$ cat config.mk
export PLATFORM = sky130hd
export DESIGN_NAME = alu_32bit
export DESIGN_NICKNAME = d
export VERILOG_FILES = /design/src/rtl/alu_pkg.sv /design/src/rtl/alu_32bit_if.sv /design/src/rtl/alu_32bit_core.sv /design/src/rtl/alu_32bit.sv
export SDC_FILE = /design/constraint.sdc
export NUM_CORES = 2
export LEC_CHECK = 0
export CAP_MARGIN = 20
export CORE_ASPECT_RATIO = 1.1
export CORE_MARGIN = 2
export CORE_UTILIZATION = 40
export CTS_BUF_LIST = sky130_fd_sc_hd__clkbuf_4 sky130_fd_sc_hd__clkbuf_8 sky130_fd_sc_hd__clkbuf_16
export CTS_CLUSTER_SIZE = 12
export DETAILED_ROUTE_END_ITERATION = 16
export PLACE_DENSITY = 0.57
export SKIP_LAST_GASP = 1
export SYNTH_ARGS = -nofsm -noshare
export SYNTH_HDL_FRONTEND = slang
export SYNTH_HIERARCHICAL = 1
export SYNTH_SLANG_ARGS = --single-unit
$ cat constraint.sdc
create_clock -name clk -period 82.4 [get_ports clk]
set_clock_uncertainty 0.15 [all_clocks]
set_input_delay 8.24 -clock clk [delete_from_list [all_inputs] [get_ports clk]]
set_output_delay 8.24 -clock clk [all_outputs]
set_load 0.05 [all_outputs]
$ cat src/rtl/alu_pkg.sv
// Shared opcode encoding and default datapath width for the ALU and its control unit.
package alu_pkg;

    localparam int unsigned DEFAULT_WIDTH = 32;

    typedef enum logic [3:0] {
        OP_ADD   = 4'h1,
        OP_SUB   = 4'h2,
        OP_MUL   = 4'h3,
        OP_MOD   = 4'h4,
        OP_PASSB = 4'h6,
        OP_INAC  = 4'h7,
        OP_DECAC = 4'h8,
        OP_RESET = 4'h9
    } alu_op_e;

endpackage

$ cat src/rtl/alu_32bit_if.sv
// Operand/opcode request bundle and registered result bundle of the ALU.
interface alu_32bit_if #(
    parameter int unsigned WIDTH = alu_pkg::DEFAULT_WIDTH
);
    logic [WIDTH-1:0] a;
    logic [WIDTH-1:0] b;
    logic [3:0]       op;
    logic             en;
    logic [WIDTH-1:0] c;
    logic             z;

    modport master (output a, b, op, en, input  c, z);
    modport slave  (input  a, b, op, en, output c, z);
    modport core   (input  a, b, op);
endinterface

$ cat src/rtl/alu_32bit_core.sv
// Combinational ALU datapath; o_valid is low for opcodes that must leave the result registers untouched.
module alu_32bit_core
    import alu_pkg::*;
#(
    parameter int unsigned WIDTH = DEFAULT_WIDTH
) (
    alu_32bit_if.core        bus,
    output logic [WIDTH-1:0] o_result,
    output logic             o_valid
);

    localparam logic [WIDTH-1:0] ONE = WIDTH'(1);

    always_comb begin
        o_result = '0;
        o_valid  = 1'b1;
        case (bus.op)
            OP_ADD:   o_result = bus.a + bus.b;
            OP_SUB:   o_result = bus.a - bus.b;
            OP_MUL:   o_result = bus.a * bus.b;
            // Divide-by-zero passes A through rather than producing an undefined value
            OP_MOD:   o_result = (bus.b == '0) ? bus.a : (bus.a % bus.b);
            OP_PASSB: o_result = bus.b;
            OP_INAC:  o_result = bus.a + ONE;
            OP_DECAC: o_result = bus.a - ONE;
            OP_RESET: o_result = '0;
            default:  o_valid  = 1'b0;
        endcase
    end

endmodule

$ cat src/rtl/alu_32bit.sv
// Registered 32-bit ALU: C_bus/Z_flag load on each enabled edge with a recognised opcode, otherwise hold.
module alu_32bit
    import alu_pkg::*;
#(
    parameter int unsigned WIDTH = DEFAULT_WIDTH
) (
    input  logic             clk,
    input  logic             rst_n,
    input  logic [WIDTH-1:0] A_bus,
    input  logic [WIDTH-1:0] B_bus,
    input  logic [3:0]       Control,
    input  logic             enable,
    output logic [WIDTH-1:0] C_bus,
    output logic             Z_flag
);

    alu_32bit_if #(.WIDTH(WIDTH)) w_bus ();

    logic [WIDTH-1:0] w_result;
    logic             w_valid;
    logic [WIDTH-1:0] r_c;
    logic             r_z;

    assign w_bus.a  = A_bus;
    assign w_bus.b  = B_bus;
    assign w_bus.op = Control;
    assign w_bus.en = enable;
    assign w_bus.c  = r_c;
    assign w_bus.z  = r_z;

    alu_32bit_core #(.WIDTH(WIDTH)) u_core (
        .bus      (w_bus),
        .o_result (w_result),
        .o_valid  (w_valid)
    );

    always_ff @(posedge clk) begin
        if (!rst_n) begin
            r_c <= '0;
            r_z <= 1'b1;
        end else if (w_bus.en && w_valid) begin
            r_c <= w_result;
            r_z <= (w_result == '0);
        end
    end

    assign C_bus  = w_bus.c;
    assign Z_flag = w_bus.z;

endmodule

=== Word level (Yosys, flattened, before mapping) ===
Cells that the tools add are included.

* Register bits: 33
* Output and inout port bits: 33
* Word-level logic and storage cells: 23

* Add/subtract/negate cells: 4
* $mul: 1
* Div/mod/pow operators: 1
* Equal/unequal tests: 8
* Multiplexer cells: 3
* Reductions and logical operators: 4

{| class="wikitable"
|+ Operator list
! operator !! count
|-
| case mux 32 bit (7 select lines) || 1
|-
| zero test 32 bit || 2
|-
| adder 32 x 1 -> 32 bit, second input constant || 1
|-
| adder 32 bit || 1
|-
| remainder unit 32 x 32 -> 32 bit || 1
|-
| multiplier 32 x 32 -> 32 bit || 1
|-
| 2-to-1 mux 32 bit || 1
|-
| subtractor 32 x 1 -> 32 bit, second input constant || 1
|-
| subtractor 32 bit || 1
|-
| equality test 4 x 3 -> 1 bit, second input constant || 3
|-
| equality test 4 x 2 -> 1 bit, second input constant || 2
|-
| equality test 4 bit, second input constant || 2
|-
| OR reduction 8 bit || 1
|-
| equality test 4 x 1 -> 1 bit, second input constant || 1
|-
| logical AND 1 bit || 1
|-
| 2-to-1 mux 1 bit || 1
|}

=== Depth between registers and ports, before layout ===
* Depth in word-level cells: 4
* Mapped depth: 343

=== Hierarchy ===
The synthesis kept the hierarchy.

{| class="wikitable"
|+ By module, submodules not included
! module !! instances !! cells an instance !! area each (µm²)
|-
| alu_32bit_core || 1 || 7005 || 49581.3
|-
| alu_32bit || 1 || 153 || 1328.8
|}

=== Worst setup path after synthesis ===
OpenSTA, ideal clock, no wires.

* Path type: in2reg
* Start point: input B_bus[28]
* End point: register r_z, in the netlist Z_flag
* Library setup time: 93 ps
* Arrival time: 79122 ps
* Required time: 82157 ps
* Slack: 3035 ps
* Cell stages on the path: 322
* Path through: buf_2 or4_1 buf_2 nor4_4 clkbuf_1 a41oi_1 a31oi_1 ha_1 o21a_1 o21a_1 and3_1 a311oi_1 a21o_1 ha_1 a21oi_1 nand2_1 o211ai_1 inv_1 [286 not listed] a21oi_1 ha_1 or3_1 o2111ai_1 a31oi_1 nand2b_1 and3_1 a221o_1 nand3_1 a221oi_1 and2_1 clkbuf_1 o22ai_1 a221oi_1 o21ai_1 nor4_2 nand4_1 o311ai_2

* Longest elaborated chain between the ends: 4
* Elaborated cells on any way between the ends: 8

{| class="wikitable"
|+ RTL lines
! item !! RTL line !! RTL
|-
| start: declaration || alu_32bit.sv:10 || <nowiki>input logic [WIDTH-1:0] B_bus,</nowiki>
|-
| remainder unit 32 x 32 -> 32 bit / zero test 32 bit (equally long branches) || alu_32bit_core.sv:22 || <nowiki>OP_MOD: o_result = (bus.b == '0) ? bus.a : (bus.a % bus.b);</nowiki>
|-
| 2-to-1 mux 32 bit * || alu_32bit_core.sv:22 ||
|-
| case mux 32 bit (7 select lines) * || alu_32bit_core.sv:17 || <nowiki>case (bus.op)</nowiki>
|-
| net w_result[22] || alu_32bit.sv:19 || <nowiki>logic [WIDTH-1:0] w_result;</nowiki>
|-
| zero test 32 bit * || alu_32bit.sv:43 || <nowiki>r_z <= (w_result == '0);</nowiki>
|-
| end signal: assignment || alu_32bit.sv:43 ||
|-
| end: declaration || alu_32bit.sv:22 || <nowiki>logic r_z;</nowiki>
|}

Mark *: on every way through the listed nets, which the timed path passes. The rest lies on a longest branch.
A chain may end at the register's enable or synchronous reset.

=== Worst setup path after layout ===
* Start point: input B_bus[26]
* End point: register r_z, in the netlist Z_flag

* Longest elaborated chain between the ends: 4
* Elaborated cells on any way between the ends: 8

{| class="wikitable"
|+ RTL lines
! item !! RTL line
|-
| remainder unit 32 x 32 -> 32 bit / zero test 32 bit (equally long branches) || alu_32bit_core.sv:22
|-
| 2-to-1 mux 32 bit || alu_32bit_core.sv:22
|-
| case mux 32 bit (7 select lines) * || alu_32bit_core.sv:17
|-
| net w_result[30] || alu_32bit.sv:19
|-
| zero test 32 bit * || alu_32bit.sv:43
|}

Marked as above.

==> qor.csv <==
stage,metric,value,unit
routing,DRC Markers,0,
finish,multi-input logic area,47300,µm²
run,max_cap viols,0,
placement,Placed Area,56600,µm²
setup_path,"Arr. time, crit path",79900,ps
pwr,Pint,878,µW
finish,fin nets,8626,
routing,Iter 0 DRT Violations,5997,
setup_path,worst r2r src,Z_flag$_SDFFE_PN1P_,
routing,drt first pass iters,10,
clocking,Worst-Skew Late Latency,280,ps
timing,Fin. Hold Viols,0,
pwr,switching share of total power,58.4,%
finish,synth-to-layout area growth,13.2,%
floorplan,die area,130000,µm²
finish,Final Instance Area,57600,µm²
finish,"commonest non-fill, non-tap cell in the layout",nand2_1,
pwr,Power Total,2.11,mW
pwr,PD cells,36.6,nW/µm²
finish,sequential cell area,661,µm²
timing,final period utilization,96.9,%
run_status,status,completed,
synthesis,"Seq/Total Area, Yosys",1.30,%
synthesis,"Avg Cell Area, Syn",7.11,µm²
synthesis,Post-synth EDFFs,0,
placement,PortBufs,103,
setup_path,crit path max fanout,24,
floorplan,row count,137,
finish,share of layout cells above drive strength 1,11.1,%
pwr,sw power,1.23,mW
finish,most frequent cells in the layout,"1029 x nand2_1, 688 x ha_1, 639 x inv_1",
placement,routability congestion estimate,1.05,
pwr,Flop pwr share,1.0,%
synthesis,Yosys reg bits,33,
setup_path,nature of the critical path startpoint,primary input,
timing,setup_tns,0,ps
synthesis,ys async rst share,0,%
timing,Final Max Tran Viols,0,
routing,WL final,254000,µm
clocking,Worst-path clk slew,60,ps
setup_path,worst-path cell with the longest stage delay,o311ai_1,
clocking,Sink Count,33,
pwr,Peak VDD IR,112,µV
setup_path,critical path startpoint,B_bus[26],
global_route,total gr overflow,0,
hold_path,worst hold-check path type,reg2reg,
timing,Slew HR,17.5,%
floorplan,Die W,344,µm
floorplan,overall die height,378,µm
timing,min Tclk post-route,79850,ps
synthesis,synthesis warning total,6,
timing,Slew @ Worst Pin,1230,ps
placement,Detailed Place HPWL,199000,µm
clocking,total CTS buffers,5,
setup_path,cell mode on critical path,ha_1,
timing,setup violators final,0,
setup_path,Setup CP Type,in2reg,
routing,via count,57300,
setup_path,required time worst endpoint,82440,ps
synthesis,Synth Instances,7158,
clocking,clock buffer depth,2,
clocking,Hold Buf Count CTS,0,
finish,Layout Utilization,45.6,%
routing,detailed-route wire length per cell,27.8,µm
hold_path,hold path start,C_bus[5]$_SDFFE_PN0P_,
synthesis,cell area after synthesis,50900,µm²
pwr,Comb power frac,98.1,%
clocking,H-tree depth,2,
floorplan,Ports,104,
floorplan,core footprint,127000,µm²
finish,# fillers,13200,
clocking,CTS tree,yes,
synthesis,Synthesized Nets,8327,
pwr,LEAKAGE,27.2,nW
setup_path,Worst path max stage delay,850,ps
synthesis,post-synth cell types,105,
synthesis,Synth Flop Type,dfxtp_1,
clocking,Root Buffer,clkbuf_16,
setup_path,CP Capture Type,register,
routing,Vias/cell,6.27,
global_route,global-route wire length before repair,364000,µm
pwr,Clock power frac,0.9,%
global_route,initial antenna violation count,27,
timing,Fmax,12.5,MHz
global_route,largest net degree at the start of global routing,36,
floorplan,initial core utilization,40.2,%
routing,Final ANT Viol Nets,0,
global_route,all-layer global routing usage,37.7,%
global_route,vias in the first global route,54600,
critical path, delay by kind of cell:
family,cells,cell delay [ps]
buffers and inverters,36,6750
muxes,4,1250
and+or+nand+nor,89,18850
AOI/OAI and AO/OA,138,34940
adders and majority gates,31,9760
metrics by stage:
step           setup WS, ps  cells  hold slack, ps
2_1_floorplan          3030   7158             520
5_1_grt                -201   9130             321
4_1_cts                25.3   9103             304
3_5_place_dp          -2930   9094             297
3_3_place_gp          -2150   9094             294
6_report               2550   9137             300
state kept, by name, indices dropped and copies added, names as in the netlist:
name / cells
C_bus: 32
Z_flag: 1
cell usage after synthesis (all sizes together), types with 62 or more instances:
| cell | instances | area share [%] |
|---|---|---|
| o211ai | 70 | 1.0 |
| clkbuf | 261 | 1.9 |
| o21a | 120 | 1.8 |
| nor2 | 613 | 4.5 |
| nand4 | 73 | 0.90 |
| a21oi | 511 | 5.1 |
| nand2 | 1034 | 7.6 |
| nand3 | 132 | 1.3 |
| o21ai | 370 | 3.6 |
| or3 | 62 | 0.76 |
| nor3 | 163 | 1.6 |
| and3 | 67 | 0.82 |
| fa | 410 | 16 |
| xor2 | 186 | 3.2 |
| and2 | 113 | 1.4 |
| a21boi | 69 | 1.0 |
| ha | 688 | 17 |
| xnor2 | 305 | 5.2 |
| a21o | 197 | 2.9 |
| a31oi | 110 | 1.4 |
| inv | 649 | 4.8 |
logic make-up after synthesis:
logic type | synth area share [%]
AO/OA/AOI/OAI | 25.6
XOR/XNOR | 8.45
adder cells (fa/ha/maj) | 33.0
buffers and inverters | 7.23
flip-flops | 1.30
multiplexers | 1.35
AND/OR/NAND/NOR | 23.0
area by class of cell:
type / instances / share of cell area (%)
Antenna cell: 11 / 0.0478
Clock buffer: 6 / 0.230
Clock inverter: 2 / 0.0174
Inverter: 649 / 4.23
Multi-Input combinational cell: 6160 / 82.1
Sequential cell: 33 / 1.15
Tap cell: 1668 / 3.62
Timing Repair Buffer: 608 / 8.58
layer usage:
metal | wire length (µm) | vias up | track usage (%)
met5 | 126 | - | 0
met4 | 14900 | 20 | 17.5
met3 | 23800 | 692 | 6.11
met2 | 113000 | 2961 | 61.0
met1 | 102000 | 27900 | 48.9
li1 | - | 25800 | -
power groups by stage:
stage | logic [mW] | registers (mW) | clock network [mW]
CTS | 2.02 | 0.0210 | 0.0188
finish | 2.07 | 0.0209 | 0.0184
global placement | 1.99 | 0.0213 | 0
floorplan | 1.38 | 0.0322 | 0
detailed placement | 2.01 | 0.0213 | 0
global route | 2.26 | 0.0213 | 0.0193
path summary, 6_finish.rpt:
path | end | slack [ps] | depth (start not counted)
setup reg to reg | Z_flag$_SDFFE_PN1P_ | 81500 | 2
setup / recovery | Z_flag$_SDFFE_PN1P_ | 2550 | 298
hold reg to reg | C_bus[5]$_SDFFE_PN0P_ | 300 | 2
hold / removal | C_bus[5]$_SDFFE_PN0P_ | 300 | 2
timing repair:
action                     in CTS  in global routing
setup endpoints to repair      33                 33
setup buffers                   1                 19
cloned                          0                  3
resized for setup              24                116
pin swaps                       1                  6
(Power assumes the default switching activity.)
